## src/rtl/hero_write_packer.sv

```systemverilog
// Packs hero-bus write beats into BEATS_PER_WORD-wide words and queues them
// in a show-ahead FIFO whose occupancy backpressures the hero source.

module hero_pack_slot #(
  parameter int W = 36
) (
  input  logic         clk,
  input  logic         rst,
  input  logic         clr,
  input  logic         wr,
  input  logic [W-1:0] din,
  output logic [W-1:0] q,
  output logic [W-1:0] nxt
);
  // nxt is the slot value as it will be pushed when this beat closes the word
  assign nxt = wr ? din : q;

  always_ff @(posedge clk) begin
    if (rst || clr) q <= '0;
    else if (wr)    q <= din;
  end
endmodule

module hero_write_packer #(
  parameter int HERO_WIDTH     = 36,
  parameter int BEATS_PER_WORD = 4,
  parameter int FIFO_DEPTH     = 4,
  parameter int CNT_WIDTH      = $clog2(BEATS_PER_WORD + 1)
) (
  input  logic                                 clk,
  input  logic                                 rst,
  input  logic [1:0]                           in_cycle_type,
  input  logic [HERO_WIDTH-1:0]                in_wdat,
  input  logic                                 in_clk_en,
  output logic                                 in_ready,
  output logic                                 out_valid,
  input  logic                                 out_ready,
  output logic [HERO_WIDTH*BEATS_PER_WORD-1:0] out_data,
  output logic [CNT_WIDTH-1:0]                 out_beats,
  output logic                                 out_last,
  output logic                                 err_illegal,
  output logic [15:0]                          words_pushed
);
  localparam int AW = (FIFO_DEPTH > 1) ? $clog2(FIFO_DEPTH) : 1;
  localparam logic [AW:0]          DEPTH_C  = (AW+1)'(FIFO_DEPTH);
  localparam logic [CNT_WIDTH-1:0] BEATS_C  = CNT_WIDTH'(BEATS_PER_WORD);
  localparam logic [CNT_WIDTH-1:0] LAST_IDX = CNT_WIDTH'(BEATS_PER_WORD - 1);
  localparam logic [1:0] CT_IDLE  = 2'd0;
  localparam logic [1:0] CT_VALID = 2'd1;
  localparam logic [1:0] CT_DONE  = 2'd2;
  localparam logic [1:0] CT_ILL   = 2'd3;

  typedef enum logic {EMPTY, ACCUM} state_e;

  typedef struct packed {
    logic [BEATS_PER_WORD-1:0][HERO_WIDTH-1:0] data;
    logic [CNT_WIDTH-1:0]                      beats;
    logic                                      last;
  } word_t;

  state_e                                    state_q, state_d;
  logic [CNT_WIDTH-1:0]                      idx_q, idx_d;
  logic [BEATS_PER_WORD-1:0][HERO_WIDTH-1:0] asm_q, word_nxt;
  logic [BEATS_PER_WORD-1:0]                 slot_hit;

  logic accept, beat_valid, beat_done, beat_ill, beat_wr;
  logic push, pop, push_last;
  logic [CNT_WIDTH-1:0] push_beats;
  word_t push_word, head;

  word_t         mem [FIFO_DEPTH];
  logic [AW-1:0] wr_ptr, rd_ptr;
  logic [AW:0]   count;

  // Input qualification; illegal beats are swallowed without touching assembly
  assign accept     = in_ready & in_clk_en & (in_cycle_type != CT_IDLE);
  assign beat_valid = accept & (in_cycle_type == CT_VALID);
  assign beat_done  = accept & (in_cycle_type == CT_DONE);
  assign beat_ill   = accept & (in_cycle_type == CT_ILL);
  assign beat_wr    = beat_valid | beat_done;

  for (genvar k = 0; k < BEATS_PER_WORD; k++) begin : g_slot
    assign slot_hit[k] = beat_wr & (idx_q == CNT_WIDTH'(k));
    hero_pack_slot #(.W(HERO_WIDTH)) u_slot (
      .clk (clk),
      .rst (rst),
      .clr (push),
      .wr  (slot_hit[k]),
      .din (in_wdat),
      .q   (asm_q[k]),
      .nxt (word_nxt[k])
    );
  end

  always_ff @(posedge clk) begin
    if (rst) begin
      state_q <= EMPTY;
      idx_q   <= '0;
    end else begin
      state_q <= state_d;
      idx_q   <= idx_d;
    end
  end

  always_comb begin
    state_d    = state_q;
    idx_d      = idx_q;
    push       = 1'b0;
    push_last  = 1'b0;
    push_beats = '0;
    case (state_q)
      EMPTY: begin
        if (beat_done) begin
          push       = 1'b1;
          push_last  = 1'b1;
          push_beats = CNT_WIDTH'(1);
        end else if (beat_valid) begin
          if (BEATS_PER_WORD == 1) begin
            push       = 1'b1;
            push_beats = CNT_WIDTH'(1);
          end else begin
            state_d = ACCUM;
            idx_d   = CNT_WIDTH'(1);
          end
        end
      end
      ACCUM: begin
        if (beat_done) begin
          push       = 1'b1;
          push_last  = 1'b1;
          push_beats = idx_q + CNT_WIDTH'(1);
          state_d    = EMPTY;
          idx_d      = '0;
        end else if (beat_valid) begin
          if (idx_q == LAST_IDX) begin
            push       = 1'b1;
            push_beats = BEATS_C;
            state_d    = EMPTY;
            idx_d      = '0;
          end else begin
            idx_d = idx_q + CNT_WIDTH'(1);
          end
        end
      end
      default: begin
        state_d = EMPTY;
        idx_d   = '0;
      end
    endcase
  end

  always_comb begin
    push_word.data  = word_nxt;
    push_word.beats = push_beats;
    push_word.last  = push_last;
  end

  // Output FIFO; pushes only happen when in_ready, so it can never overflow
  assign in_ready  = (count < DEPTH_C);
  assign out_valid = (count != '0);
  assign pop       = out_valid & out_ready;
  assign head      = mem[rd_ptr];

  always_ff @(posedge clk) begin
    if (push) mem[wr_ptr] <= push_word;
  end

  always_ff @(posedge clk) begin
    if (rst) begin
      wr_ptr <= '0;
      rd_ptr <= '0;
      count  <= '0;
    end else begin
      if (push) wr_ptr <= wr_ptr + AW'(1);
      if (pop)  rd_ptr <= rd_ptr + AW'(1);
      case ({push, pop})
        2'b10:   count <= count + (AW+1)'(1);
        2'b01:   count <= count - (AW+1)'(1);
        default: count <= count;
      endcase
    end
  end

  // Gate on valid so uninitialised storage never shows on the outputs
  assign out_data  = out_valid ? head.data  : '0;
  assign out_beats = out_valid ? head.beats : '0;
  assign out_last  = out_valid & head.last;

  always_ff @(posedge clk) begin
    if (rst) begin
      err_illegal  <= 1'b0;
      words_pushed <= '0;
    end else begin
      if (beat_ill) err_illegal  <= 1'b1;
      if (push)     words_pushed <= words_pushed + 16'd1;
    end
  end
endmodule

```

## config.mk

```make
export PLATFORM = sky130hd
export DESIGN_NAME = hero_write_packer
export DESIGN_NICKNAME = d
export VERILOG_FILES = /design/src/rtl/hero_write_packer.sv
export SDC_FILE = /design/constraint.sdc
export NUM_CORES = 1
export LEC_CHECK = 0
export ABC_AREA = 1
export CAP_MARGIN = 20
export CORE_MARGIN = 4
export CORE_UTILIZATION = 40
export DETAILED_ROUTE_END_ITERATION = 8
export SETUP_SLACK_MARGIN = 0.1
export SLEW_MARGIN = 25
export SYNTH_ARGS = -nofsm -noshare
export SYNTH_HDL_FRONTEND = slang
export SYNTH_SLANG_ARGS = --single-unit
```

## constraint.sdc

```tcl
create_clock -name clk -period 8.1 [get_ports clk]
set_clock_uncertainty 0.1 [all_clocks]
set_input_delay 0.81 -clock clk [delete_from_list [all_inputs] [get_ports clk]]
set_output_delay 0.81 -clock clk [all_outputs]
set_load 0.1 [all_outputs]
```

==> reports/metrics.yaml <==
status: "finished clean"
combinational_cell_fraction_of_total_power_pct: 39.6
critical-path-max-stage-delay_ns: 1.22
timing.critical_path.slowest_stage_cell: "sky130_fd_sc_hd__clkdlybuf4s50_1"
critPathMaxFanout: 87
synth_flop_cell: "sky130_fd_sc_hd__edfxtp_1"
total_number_of_h_tree_levels: 3
pwr_density_cell_nw_per_um2: 370
clock-sinks: 766
power.share.clock_pct: 27.4
die_h_um: 284
worst_skew_pair.late_latency_ns: 0.61
synth_top_family_by_area: "simple AND/OR/NAND/NOR gates"
synth_enable_flop_cells: 592
final_design_area_no_fill_um2: 35900
crit_required_ns: 7.19
synthTopCellsByArea: "sky130_fd_sc_hd__edfxtp_1 58%, sky130_fd_sc_hd__dfxtp_1 11%, sky130_fd_sc_hd__nor2_1 9.6%"
detail_route.wl_per_cell_um: 19.7
cp_top_family: "buffers and inverters"
placement_rows: 101
seqPwrFrac_pct: 32.9
drt-initial-drc-count: 1464
remaining_drc_errors: 0
post-route-min-period_ns: 5.86
area_growth_pct: 17.8
holdWs_ns: 0.357
timing.fmax_mhz: 171
postRouteAntennaNets: 0
totalNegativeSetupSlack_ns: 0
synth-compound-area-share_pct: 10.2
grt_usage_pct: 19.7
footprint_of_the_multi_input_gates_um2: 7230
synthesis.instances: 2920
yosys.area_share.xor_xnor_pct: 0
sw_share_pct: 43.9
grt_first_pass_wirelength_mm: 120
synthArstFlopShare_pct: 0
antenna_found_initial: 8
clock-root-buffer: "sky130_fd_sc_hd__clkbuf_16"
post_synthesis_sequential_area_ratio_pct: 69.6
cts_hold_buf: 0
routabilityCongestion: 0.767
place_ws_ns: 2.82
grt_pass1_vias: 19281
place_inst: 3960
cts_buffers: 81
worstPathCellList: "buf_4, buf_4, nor2_1, nor2_1, o21ai_0, a21oi_1, clkdlybuf4s50_1"
hold_path_class: "reg -> reg"
cts_post_setup_buffers_inserted: 0
synthMostInstantiatedCell: "sky130_fd_sc_hd__nor2_1"
routed_wirelength_mm: 80.9
synthTopCellsByCount: "781 x sky130_fd_sc_hd__nor2_1, 592 x sky130_fd_sc_hd__edfxtp_1, 336 x sky130_fd_sc_hd__inv_1"
layout_worst_path_cycle_share_pct: 72.4
tritoncts: "done"
dp.final_hpwl_mm: 44.6
finish.net_count: 3121
totalPowerFinal_mw: 13.3
syn-num-nets: 2975
timing_worst_slew_pin_value_ns: 1.09
layout_setup_ws_ns: 2.24
p_leak_nw: 14.3
syn-mean-instance-area_um2: 10.5
rsz_0062_raised_after_global_routing: "false"
switchingPower_mw: 5.84
synth.lib_cells_used.distinct: 27
dr.pass1.iters: 7
die_width_um: 284
post_dr_vias_cell: 4.93
final_max_slew_viol_count: 0
cts_buffer_depth: 3
filler_cell_count: 6906
post_route_cells_drive_above_1_share_pct: 5.20
synth_area_um2: 30500
area.sequential_um2: 21300
placeableCoreArea_um2: 75800
cp_bufs_invs: 3
cts_resized: 0
grt_overflow: 0
timing.critical_path.to_type: "output port"
placed_cell_area_um2: 33300
vias: 20290
ys_warns: 0
grt_max_degree: 149
final-setup-viol-count: 0
setup.worst_path.start_class: "register"
critical_path_class: "reg -> out"
final-instance-count-excl-fill: 4114
synth_top_area_cell: "sky130_fd_sc_hd__edfxtp_1"
timing.slew.headroom_pct: 27.4
yosys.area.top_type_share_pct: 58.2
cts.reportedPaths.clkPinSlew_ns: 0.06
critical_path_arrival_ns: 4.95
place.port_buffers: 208
adder_cell_share_of_the_synthesized_area_pct: 0.557
share_of_cell_area_taken_by_muxes_after_synthesis_pct: 0
synth-simple-area-share_pct: 12.8
max-cap-violations: 0
internal_power_mw: 7.46
die_area_um2: 80800
peakVddDrop_mv: 0.320
pin_count: 209
report.final.hold_viol_count: 0
initial_utilization_pct: 40.3
ys_seq_elements: 766
utilization_pct: 47.4
-- worst reg2reg max path, stage by stage, from the launching register on --
cell,delay [ns]
sky130_fd_sc_hd__dfxtp_1,0.44
sky130_fd_sc_hd__ha_1,0.21
sky130_fd_sc_hd__ha_1,0.27
sky130_fd_sc_hd__nand2_1,0.08
sky130_fd_sc_hd__inv_1,0.07
sky130_fd_sc_hd__nand3_2,0.11
sky130_fd_sc_hd__nand2_2,0.45
sky130_fd_sc_hd__inv_4,0.21
sky130_fd_sc_hd__nor2_4,0.32
sky130_fd_sc_hd__buf_4,0.81
-- final cells by class --
type	instances	share of cell area, %
Sequential cell	766	59.2
Multi-Input combinational cell	1649	20.1
Clock buffer	114	6.41
Timing Repair Buffer	227	6.31
Inverter	341	3.62
Tap cell	978	3.40
Clock inverter	38	0.971
Antenna cell	1	0.00696
-- sequential cells by signal, summed over array words and instances, names as in the netlist, named ones only --
register         count
wr_ptr               2
mem                592
g_slot.u_slot.q    144
state_q              1
rd_ptr               2
err_illegal          1
count                3
idx_q                3
words_pushed        16
-- worst paths after layout --
check | startpoint | endpoint | slack, ns | cells after the start
worst max-delay path | register | out_data[143] | 2.24 | 7
worst max register to register | idx_q[0] | mem[1][85] | 4.59 | 9
worst min register to register | rd_ptr[1] | register | 0.36 | 2
worst min-delay path | rd_ptr[1] | register | 0.36 | 2
-- cells by family after synthesis --
group                    after synthesis
buffers and inverters                505
flip-flops                           766
adder cells (fa/ha/maj)               13
AO/OA/AOI/OAI                        621
AND/OR/NAND/NOR                     1015
-- layer usage --
metal,track usage [%],routed length [um],vias to the layer above
met3,3.18,4720,106
met5,0,30,-
met4,6.23,2230,4
met2,33.0,38800,516
met1,26.4,35100,9722
li1,-,-,9942
-- power groups by stage --
stage               Clock (mW)  Combinational (mW)  Sequential, mW
floorplan                    0                3.99            4.44
global placement             0                5.32            4.46
global route              3.89                5.51            4.39
detailed placement           0                5.32            4.46
finish                    3.65                5.27            4.38
CTS                       3.72                5.33            4.38
-- layout by cell type (no fill, tap or decap), types with 2 or more instances in the layout --
master / n
sky130_fd_sc_hd__buf_12: 2
sky130_fd_sc_hd__nor3_1: 2
sky130_fd_sc_hd__nor2_4: 5
sky130_fd_sc_hd__edfxtp_1: 592
sky130_fd_sc_hd__nand3_1: 17
sky130_fd_sc_hd__inv_1: 334
sky130_fd_sc_hd__clkinv_2: 13
sky130_fd_sc_hd__nand2_1: 199
sky130_fd_sc_hd__dfxtp_1: 172
sky130_fd_sc_hd__nand4_1: 5
sky130_fd_sc_hd__inv_2: 3
sky130_fd_sc_hd__clkdlybuf4s50_1: 207
sky130_fd_sc_hd__clkbuf_8: 11
sky130_fd_sc_hd__nor2_1: 777
sky130_fd_sc_hd__clkbuf_16: 83
sky130_fd_sc_hd__nand3_2: 2
sky130_fd_sc_hd__buf_4: 15
sky130_fd_sc_hd__o21ai_1: 151
sky130_fd_sc_hd__clkbuf_1: 20
sky130_fd_sc_hd__clkinvlp_4: 2
sky130_fd_sc_hd__dfxtp_4: 2
sky130_fd_sc_hd__nand2_4: 5
sky130_fd_sc_hd__a21oi_1: 169
sky130_fd_sc_hd__bufinv_16: 5
sky130_fd_sc_hd__clkinv_8: 2
sky130_fd_sc_hd__clkinv_1: 13
sky130_fd_sc_hd__ha_1: 12
sky130_fd_sc_hd__inv_6: 4
sky130_fd_sc_hd__o21ai_0: 300
Note: power is estimated with default switching activity, not from simulation.
